[src/rtl/charge_detect.sv]
// charge_detect: measures the period of an incoming square wave, classifies it
// as one of the four fanfare notes, reports stable notes and flags the full
// G6-C7-E7-G7-E7-G7 charge fanfare.
module charge_detect #(
  parameter int unsigned FAST_SIM    = 1,
  parameter int unsigned MIN_PERIODS = 4,
  parameter int unsigned TIMEOUT     = 65536
) (
  input  logic       clk,
  input  logic       rst,
  input  logic       tone_in,
  output logic [2:0] note,
  output logic       note_vld,
  output logic       charge_det
);

  localparam int unsigned CNT_W = 17;
  localparam int unsigned SUM_W = CNT_W + 1;
  localparam int unsigned RUN_W = 4;
  localparam int unsigned STEP  = (FAST_SIM != 0) ? 15 : 1;

  localparam logic [CNT_W-1:0] CNT_MAX  = '1;
  localparam logic [CNT_W-1:0] CNT_STEP = CNT_W'(STEP);
  localparam logic [RUN_W-1:0] RUN_MIN  = RUN_W'(MIN_PERIODS);

  localparam int unsigned NOM_G6 = 31888;
  localparam int unsigned NOM_C7 = 23900;
  localparam int unsigned NOM_E7 = 18961;
  localparam int unsigned NOM_G7 = 15944;

  localparam logic [2:0] NOTE_NONE = 3'd0;
  localparam logic [2:0] NOTE_G6   = 3'd1;
  localparam logic [2:0] NOTE_C7   = 3'd2;
  localparam logic [2:0] NOTE_E7   = 3'd3;
  localparam logic [2:0] NOTE_G7   = 3'd4;

  typedef enum logic [2:0] {
    IDLE,
    S_G6,
    S_C7,
    S_E7A,
    S_G7A,
    S_E7B
  } seq_state_e;

  // True when m lies within nom +/- nom/32.
  function automatic logic in_window(input logic [CNT_W-1:0] m, input int unsigned nom);
    int unsigned mv;
    int unsigned tol;
    mv  = 32'(m);
    tol = nom >> 5;
    return (mv + tol >= nom) && (mv <= nom + tol);
  endfunction

  // Map a measured period onto a note code; windows are disjoint.
  function automatic logic [2:0] classify(input logic [CNT_W-1:0] m);
    logic [2:0] c;
    c = NOTE_NONE;
    if (in_window(m, NOM_G6))      c = NOTE_G6;
    else if (in_window(m, NOM_C7)) c = NOTE_C7;
    else if (in_window(m, NOM_E7)) c = NOTE_E7;
    else if (in_window(m, NOM_G7)) c = NOTE_G7;
    return c;
  endfunction

  logic             sync1_q, sync2_q, sync3_q;
  logic [CNT_W-1:0] cnt_q, cnt_d;
  logic [CNT_W-1:0] meas_q, meas_d;
  logic             meas_vld_q, meas_vld_d;
  logic             primed_q, primed_d;
  logic [2:0]       last_cls_q, last_cls_d;
  logic [RUN_W-1:0] run_q, run_d;
  logic [2:0]       note_q, note_d;
  logic             note_vld_q, note_vld_d;
  seq_state_e       state_q, state_d;
  logic             charge_q, charge_d;

  logic             edge_c;
  logic             silence_c;
  logic [SUM_W-1:0] cnt_sum_c;
  logic [2:0]       cls_c;

  assign edge_c     = sync2_q & ~sync3_q;
  assign silence_c  = 32'(cnt_q) >= TIMEOUT;
  assign cls_c      = classify(meas_q);

  assign note       = note_q;
  assign note_vld   = note_vld_q;
  assign charge_det = charge_q;

  // Period counter: restart on each rising edge, capture the elapsed count.
  always_comb begin
    cnt_sum_c  = {1'b0, cnt_q} + SUM_W'(STEP);
    cnt_d      = cnt_sum_c[CNT_W] ? CNT_MAX : cnt_sum_c[CNT_W-1:0];
    meas_d     = meas_q;
    meas_vld_d = 1'b0;
    primed_d   = primed_q;
    if (edge_c) begin
      cnt_d      = CNT_STEP;
      meas_d     = cnt_q;
      meas_vld_d = primed_q & ~silence_c;
      primed_d   = 1'b1;
    end else if (silence_c) begin
      primed_d   = 1'b0;
    end
  end

  // Run tracking and stable-note declaration; silence clears everything.
  always_comb begin
    run_d      = run_q;
    last_cls_d = last_cls_q;
    note_d     = note_q;
    note_vld_d = 1'b0;
    if (silence_c) begin
      run_d      = '0;
      last_cls_d = NOTE_NONE;
      note_d     = NOTE_NONE;
    end else if (meas_vld_q) begin
      last_cls_d = cls_c;
      if (cls_c == NOTE_NONE)        run_d = '0;
      else if (cls_c == last_cls_q)  run_d = (run_q >= RUN_MIN) ? RUN_MIN : run_q + RUN_W'(1);
      else                           run_d = RUN_W'(1);
      if ((run_d == RUN_MIN) && (cls_c != note_q) && (cls_c != NOTE_NONE)) begin
        note_d     = cls_c;
        note_vld_d = 1'b1;
      end
    end
  end

  // Fanfare sequencer: advances only on freshly declared notes.
  always_comb begin
    state_d  = state_q;
    charge_d = 1'b0;
    if (silence_c) begin
      state_d = IDLE;
    end else if (note_vld_q) begin
      state_d = (note_q == NOTE_G6) ? S_G6 : IDLE;
      case (state_q)
        S_G6:  if (note_q == NOTE_C7) state_d = S_C7;
        S_C7:  if (note_q == NOTE_E7) state_d = S_E7A;
        S_E7A: if (note_q == NOTE_G7) state_d = S_G7A;
        S_G7A: if (note_q == NOTE_E7) state_d = S_E7B;
        S_E7B: begin
          if (note_q == NOTE_G7) begin
            state_d  = IDLE;
            charge_d = 1'b1;
          end
        end
        default: ;
      endcase
    end
  end

  // Synchroniser, edge-detect flop and period measurement registers.
  always_ff @(posedge clk or posedge rst) begin
    if (rst) begin
      sync1_q    <= 1'b0;
      sync2_q    <= 1'b0;
      sync3_q    <= 1'b0;
      cnt_q      <= '0;
      meas_q     <= '0;
      meas_vld_q <= 1'b0;
      primed_q   <= 1'b0;
    end else begin
      sync1_q    <= tone_in;
      sync2_q    <= sync1_q;
      sync3_q    <= sync2_q;
      cnt_q      <= cnt_d;
      meas_q     <= meas_d;
      meas_vld_q <= meas_vld_d;
      primed_q   <= primed_d;
    end
  end

  // Decoder state: run length, last class and reported note.
  always_ff @(posedge clk or posedge rst) begin
    if (rst) begin
      run_q      <= '0;
      last_cls_q <= NOTE_NONE;
      note_q     <= NOTE_NONE;
      note_vld_q <= 1'b0;
    end else begin
      run_q      <= run_d;
      last_cls_q <= last_cls_d;
      note_q     <= note_d;
      note_vld_q <= note_vld_d;
    end
  end

  // Sequencer state register.
  always_ff @(posedge clk or posedge rst) begin
    if (rst) begin
      state_q  <= IDLE;
      charge_q <= 1'b0;
    end else begin
      state_q  <= state_d;
      charge_q <= charge_d;
    end
  end

endmodule

[config.mk]
export PLATFORM = sky130hd
export DESIGN_NAME = charge_detect
export DESIGN_NICKNAME = d
export VERILOG_FILES = /design/src/rtl/charge_detect.sv
export SDC_FILE = /design/constraint.sdc
export NUM_CORES = 1
export LEC_CHECK = 0
export CORE_MARGIN = 2
export CORE_UTILIZATION = 60
export DETAILED_ROUTE_END_ITERATION = 6
export PLACE_DENSITY = 0.77
export SETUP_SLACK_MARGIN = 0.1
export SYNTH_ARGS = -nofsm -noshare
export SYNTH_HDL_FRONTEND = slang
export SYNTH_SLANG_ARGS = --single-unit
[constraint.sdc]
create_clock -name clk -period 4.6 [get_ports clk]
set_input_delay 0.46 -clock clk [delete_from_list [all_inputs] [get_ports clk]]
set_output_delay 0.46 -clock clk [all_outputs]
set_load 0.03 [all_outputs]
; ---- After elaboration in Yosys (flattened, before gate mapping)
; Cells that the tools add are included.
[op_classes]
addsub = 6
n_lt_le_gt_ge = 10
eq_ne = 12
n_mux = 37
n_bitwise = 4
n_reduce_logical = 13
[op_table]
columns = cell, n
row1 = adder 17 x 10 -> 18 bit (second input constant), 3
row2 = greater-or-equal comparator 18 x 15 -> 1 bit (second input constant), 3
row3 = <= comparator 17 x 15 -> 1 bit (second input constant), 3
row4 = 2-to-1 mux 3 bit, 13
row5 = 2-to-1 mux 17 bit, 2
row6 = 2-to-1 mux 4 bit, 7
row7 = adder 17 x 4 -> 18 bit (second input constant), 1
row8 = adder 17 x 9 -> 18 bit (second input constant), 1
row9 = greater-or-equal comparator 18 x 14 -> 1 bit (second input constant), 1
row10 = greater-or-equal comparator 17 bit (second input constant), 1
row11 = <= comparator 17 x 16 -> 1 bit (second input constant), 1
row12 = one-hot mux 3 bit (5 select lines), 1
row13 = equality test 3 x 2 -> 1 bit (second input constant), 4
row14 = 2-to-1 mux 1 bit, 12
row15 = equality test 3 bit (second input constant), 3
row16 = nonzero test 2 bit, 4
row17 = equality test 3 x 1 -> 1 bit (second input constant), 2
row18 = logical AND 1 bit, 6
row19 = adder 4 x 1 -> 4 bit (second input constant), 1
row20 = equality test 4 x 3 -> 1 bit (second input constant), 1
row21 = greater-or-equal comparator 4 x 3 -> 1 bit (second input constant), 1
row22 = 2-to-1 mux 2 bit, 2
row23 = equality test 3 bit, 1
row24 = logical NOT 3 bit, 1
row25 = other kinds (5), 7
[word_totals]
reg_bits = 54
inputBits = 3
out_inout_bits = 5
wordCells = 95

; ---- Longest topological paths before layout
[depth]
ltp_word = 18
ltp_mapped = 14
ltp_nobuf = 12

; ---- Worst setup path after synthesis
; Ideal clock, no wire load.
[synth_timing]
kind = register -> register
start = register meas_q[5]
end = register note_q[0] (netlist: note[0])
setup_ns = 0.128
t_arrival_ns = 3.551
t_required_ns = 4.472
setup_slack_ns = 0.922
stages_incl_launch_ff = 15
path_buffers = 2
period_less_slack_ns = 3.678
path_cell_list = dfrtp_1 clkbuf_1 buf_2 inv_1 ha_1 and3_1 or3_1 a32oi_1 o311ai_1 a221o_1 and2_1 a311oi_1 nor2_1 a2111o_1 mux2_1
[synth_between]
elab_chain_len = 17
word_cells_on_any_way = 36
cone_classes = add/sub: 4 / order compare: 8 / eq/ne: 3 / mux: 11 / reduce/logical: 10
[synth_lines]
columns = element, line
row1 = start: declaration, 68  ; logic [CNT_W-1:0] meas_q, meas_d;
row2 = start signal: assignment, 169  ; meas_q <= meas_d;
row3 = adder 17 x 9 -> 18 bit, 52  ; return (mv + tol >= nom) && (mv <= nom + tol);
row4 = greater-or-equal comparator 18 x 14 -> 1 bit, 52
row5 = logical AND 1 bit, 52
row6 = 2-to-1 mux 3 bit, 62  ; else if (in_window(m, NOM_G7)) c = NOTE_G7;
row7 = 2-to-1 mux 3 bit, 61  ; else if (in_window(m, NOM_E7)) c = NOTE_E7;
row8 = 2-to-1 mux 3 bit, 60  ; else if (in_window(m, NOM_C7)) c = NOTE_C7;
row9 = 2-to-1 mux 3 bit (*), 59  ; if (in_window(m, NOM_G6)) c = NOTE_G6;
row10 = equality test 3 bit, 121  ; else if (cls_c == last_cls_q) run_d = (run_q >= RUN_MIN) ? RUN_MIN : run_q + RUN_W'(1);
row11 = 2-to-1 mux 4 bit, 121
row12 = 2-to-1 mux 4 bit, 120  ; if (cls_c == NOTE_NONE) run_d = '0;
row13 = 2-to-1 mux 4 bit, 118  ; end else if (meas_vld_q) begin
row14 = 2-to-1 mux 4 bit, 114  ; if (silence_c) begin
row15 = equality test 4 x 3 -> 1 bit, 123  ; if ((run_d == RUN_MIN) && (cls_c != note_q) && (cls_c != NOTE_NONE)) begin
row16 = logical AND 1 bit (2 in a row), 123
row17 = nonzero test 2 bit (no line), -
row18 = AND reduction 2 bit (no line), -
row19 = end signal: assignment, 185  ; note_q <= note_d;
row20 = end: declaration, 73  ; logic [2:0] note_q, note_d;
; Mark *: on every way between the ends. The rest lies on a longest branch, timed or not. The select of a mux whose other input is x is not followed.
; A chain may end at the register's enable or synchronous reset.

; ---- Worst setup path in the final report
[layout_timing]
start = register meas_q[1]
end = register note_q[1] (netlist: note[1])
; Same word-level chain as after synthesis.

==> out/metrics.cfg <==
[run_status]
status = completed

[routing]
vias = 3562
avgRoutedWirePerCell_um = 16.6
firstDrtPassIters = 6
wl_um = 9070
drc_errors = 0
drt_iter0_drc = 396
ant_nets = 0
vias_per_cell = 6.51

[grt]
grt_pass1_wl_um = 15300
grt_max_degree = 55
grt_pass1_vias = 3210
grt_usage = 0.260
gr-total-overflow = 0
grt_antenna_before_repair = 0

[critical_path]
path_buf_inv = 0
criticalPathCategory = reg2reg
worstPathCellList = ha_1, o21ai_1, and2_1, a31oi_1, a32o_1, a221oi_1, a21oi_4, xnor2_1, o31a_1, a2111o_1, mux2_1
reg2reg_slack_ns = 0.51
cp_slowest_cell = a221oi_1
endpoint = note[1]
crit_required_ns = 4.80
crit_path_end_kind = register
slowest_delay_ns = 0.58
cp-startpoint = meas_q[1]
r2r.worst_path.cells = 11
crit_fanout = 13
arrival_ns = 4.29
critical-path-top-delay-family = compound AO/OA/AOI/OAI gates
crit_path_start_kind = register
r2r-start = meas_q[1]
reg2reg_to = note[1]
path_depth = 11

[floorplanning]
core_um2 = 6390
rows = 29
io_pins = 8
start_util = 0.621
dieArea_um2 = 7280
die_w_um = 85.3
dieHeight_um = 85.3

[pwr]
finalPower_mw = 1.47
p_per_area_nw_per_um2 = 355
vdd_drop_max_mv = 0.255
power.static_leakage_nw = 1.67

[final_layout]
syn2layout_area_growth_pct = 4.16
drive_gt1_frac = 0.0532
final_nets = 485
antenna_cells = 0

[timing]
finalSetupTns_ns = 0
max_freq_mhz = 245
skew_ns = 0.0170
hold_violations = 0
slew_headroom = 0.473
post-route-period-util = 0.889
fin_crit_ns = 4.09
rsz0062_at_grt = no
maxSlewViolCount = 0
setup_violations = 0
tightest_slew_ns = 0.790

[synth]
synthAdderAreaFrac = 0.0410
yosysSeqAreaShare = 0.341
yosysWarningCount = 0
synth_xor_xnor_area_share = 0.0464
syn_area_um2 = 3970
synth_largest_area_cell = dfrtp_1
synthTopCellsByArea = dfrtp_1, nand2_1, ha_1
ys_types = 74
synth-main-ff-cell = dfrtp_1
synth_compound_area_frac = 0.225
yosys.area_share.simple = 0.276
syn_inst = 486
synth_top_family_by_area = simple AND/OR/NAND/NOR gates
syn-num-nets = 502
synth_commonest_cells = nand2_1, dfrtp_1, nor2_1
synth_top_area_frac = 0.341
synth.area.mux_share = 0.0189
async_reset_ff_frac = 1.00
ys_ff_latch = 54
yosysMostFrequentCell = nand2_1
postSynthAreaPerCell_um2 = 8.16
synth_edf_count = 0

[clock_network]
cts_resized = 0
cts_buffer_depth = 2
worstSkewPairLatency_ns = 0.32
clkTransAtPathRegs_ns = 0.10
cts_setup_buffers = 0
cts_sinks = 54
htree_levels = 2
cts_hold_buffers = 0
cts_root_buf = clkbuf_8
cts_tree = yes
cts_made_buffers = 5

[placement]
place_congestion = 0.921
post-dp-hpwl_um = 6440
io_buffers = 7

[min_path]
worstHoldPathType = reg2reg

[run]
max_cap_viol_count = 0

-- stage by stage --
| stage | util | setup slack (ns) | area [µm²] | hold slack (ns) | cells |
|---|---|---|---|---|---|
| 2_1_floorplan | - | 0.922 | 3970 | 0.331 | 486 |
| 3_3_place_gp | 0.630 | 0.718 | 4020 | 0.339 | 539 |
| 3_5_place_dp | 0.630 | 0.573 | 4020 | 0.343 | 539 |
| 4_1_cts | 0.647 | 0.560 | 4130 | 0.366 | 547 |
| 5_1_grt | 0.647 | 0.249 | 4130 | 0.376 | 547 |
| 6_report | 0.647 | 0.512 | 4130 | 0.366 | 547 |
-- power by group --
| part | switching [mW] | leakage [nW] | total, mW | internal, mW |
|---|---|---|---|---|
| clock | 0.158 | 0.0514 | 0.321 | 0.163 |
| sequential | 0.112 | 0.705 | 0.633 | 0.521 |
| combinational | 0.306 | 0.910 | 0.514 | 0.208 |
-- metal layers --
layer  up-vias  share of wire  global-route usage
li1       1735              -                   -
met1      1697           0.48               0.389
met2       117           0.46               0.391
met3        13          0.053              0.0389
met4         0          0.013              0.0765
met5         -              0                   0
-- registers in the layout, summed over array words and instances, names as in the netlist --
| signal | count |
|---|---|
| charge_det | 1 |
| cnt_q | 17 |
| last_cls_q | 3 |
| meas_q | 17 |
| meas_vld_q | 1 |
| note | 3 |
| note_vld | 1 |
| primed_q | 1 |
| run_q | 4 |
| state_q | 3 |
| sync1_q | 1 |
| sync2_q | 1 |
| sync3_q | 1 |
-- cell usage in the layout, fill, tap and decap left out, types with 3 or more instances in the layout --
master and instances:
a211oi_1 5, a21o_1 4, a21oi_1 30, a31oi_1 9, a32o_1 4, and2_1 7, and3_1 7, buf_4 4
clkbuf_8 5, clkdlybuf4s50_1 7, dfrtp_1 54, ha_1 13, inv_1 15, mux2i_1 3, nand2_1 65, nand2b_1 14
nand3_1 20, nand4_1 7, nand4b_1 4, nor2_1 33, nor2b_1 5, nor3_1 14, nor3b_1 3, nor4_1 7
o21ai_0 21, o311ai_1 3, o31a_1 4, o31ai_1 7, or2_2 4, or3_1 7, or4_1 4, xnor2_1 15
xor2_1 6
-- cell families after synthesis --
family	Yosys count
compound gates	126
xor+xnor	21
fa+ha+maj	13
buf+inv	51
flops	54
simple gates	214
mux	7
-- final cells by class --
type                    count  area (µm²)
multi-input cells         381        2410
clock inverters             2        37.5
fillers                   532        2250
clock buffers               6        72.6
inverters                  16        60.1
well taps                  77        96.3
flip-flops and latches     54        1350
repair buffers             11         100
-- worst min path at each step --
stage                 start  endpoint  slack (ns)  cells past startpoint
floorplan           sync1_q   sync2_q        0.33                      0
global placement    sync1_q   sync2_q        0.34                      0
detailed placement  sync1_q   sync2_q        0.34                      0
CTS                 sync1_q   sync2_q        0.37                      0
global route        sync1_q   sync2_q        0.38                      0
finish              sync1_q   sync2_q        0.37                      0
(Power assumes the default switching activity.)
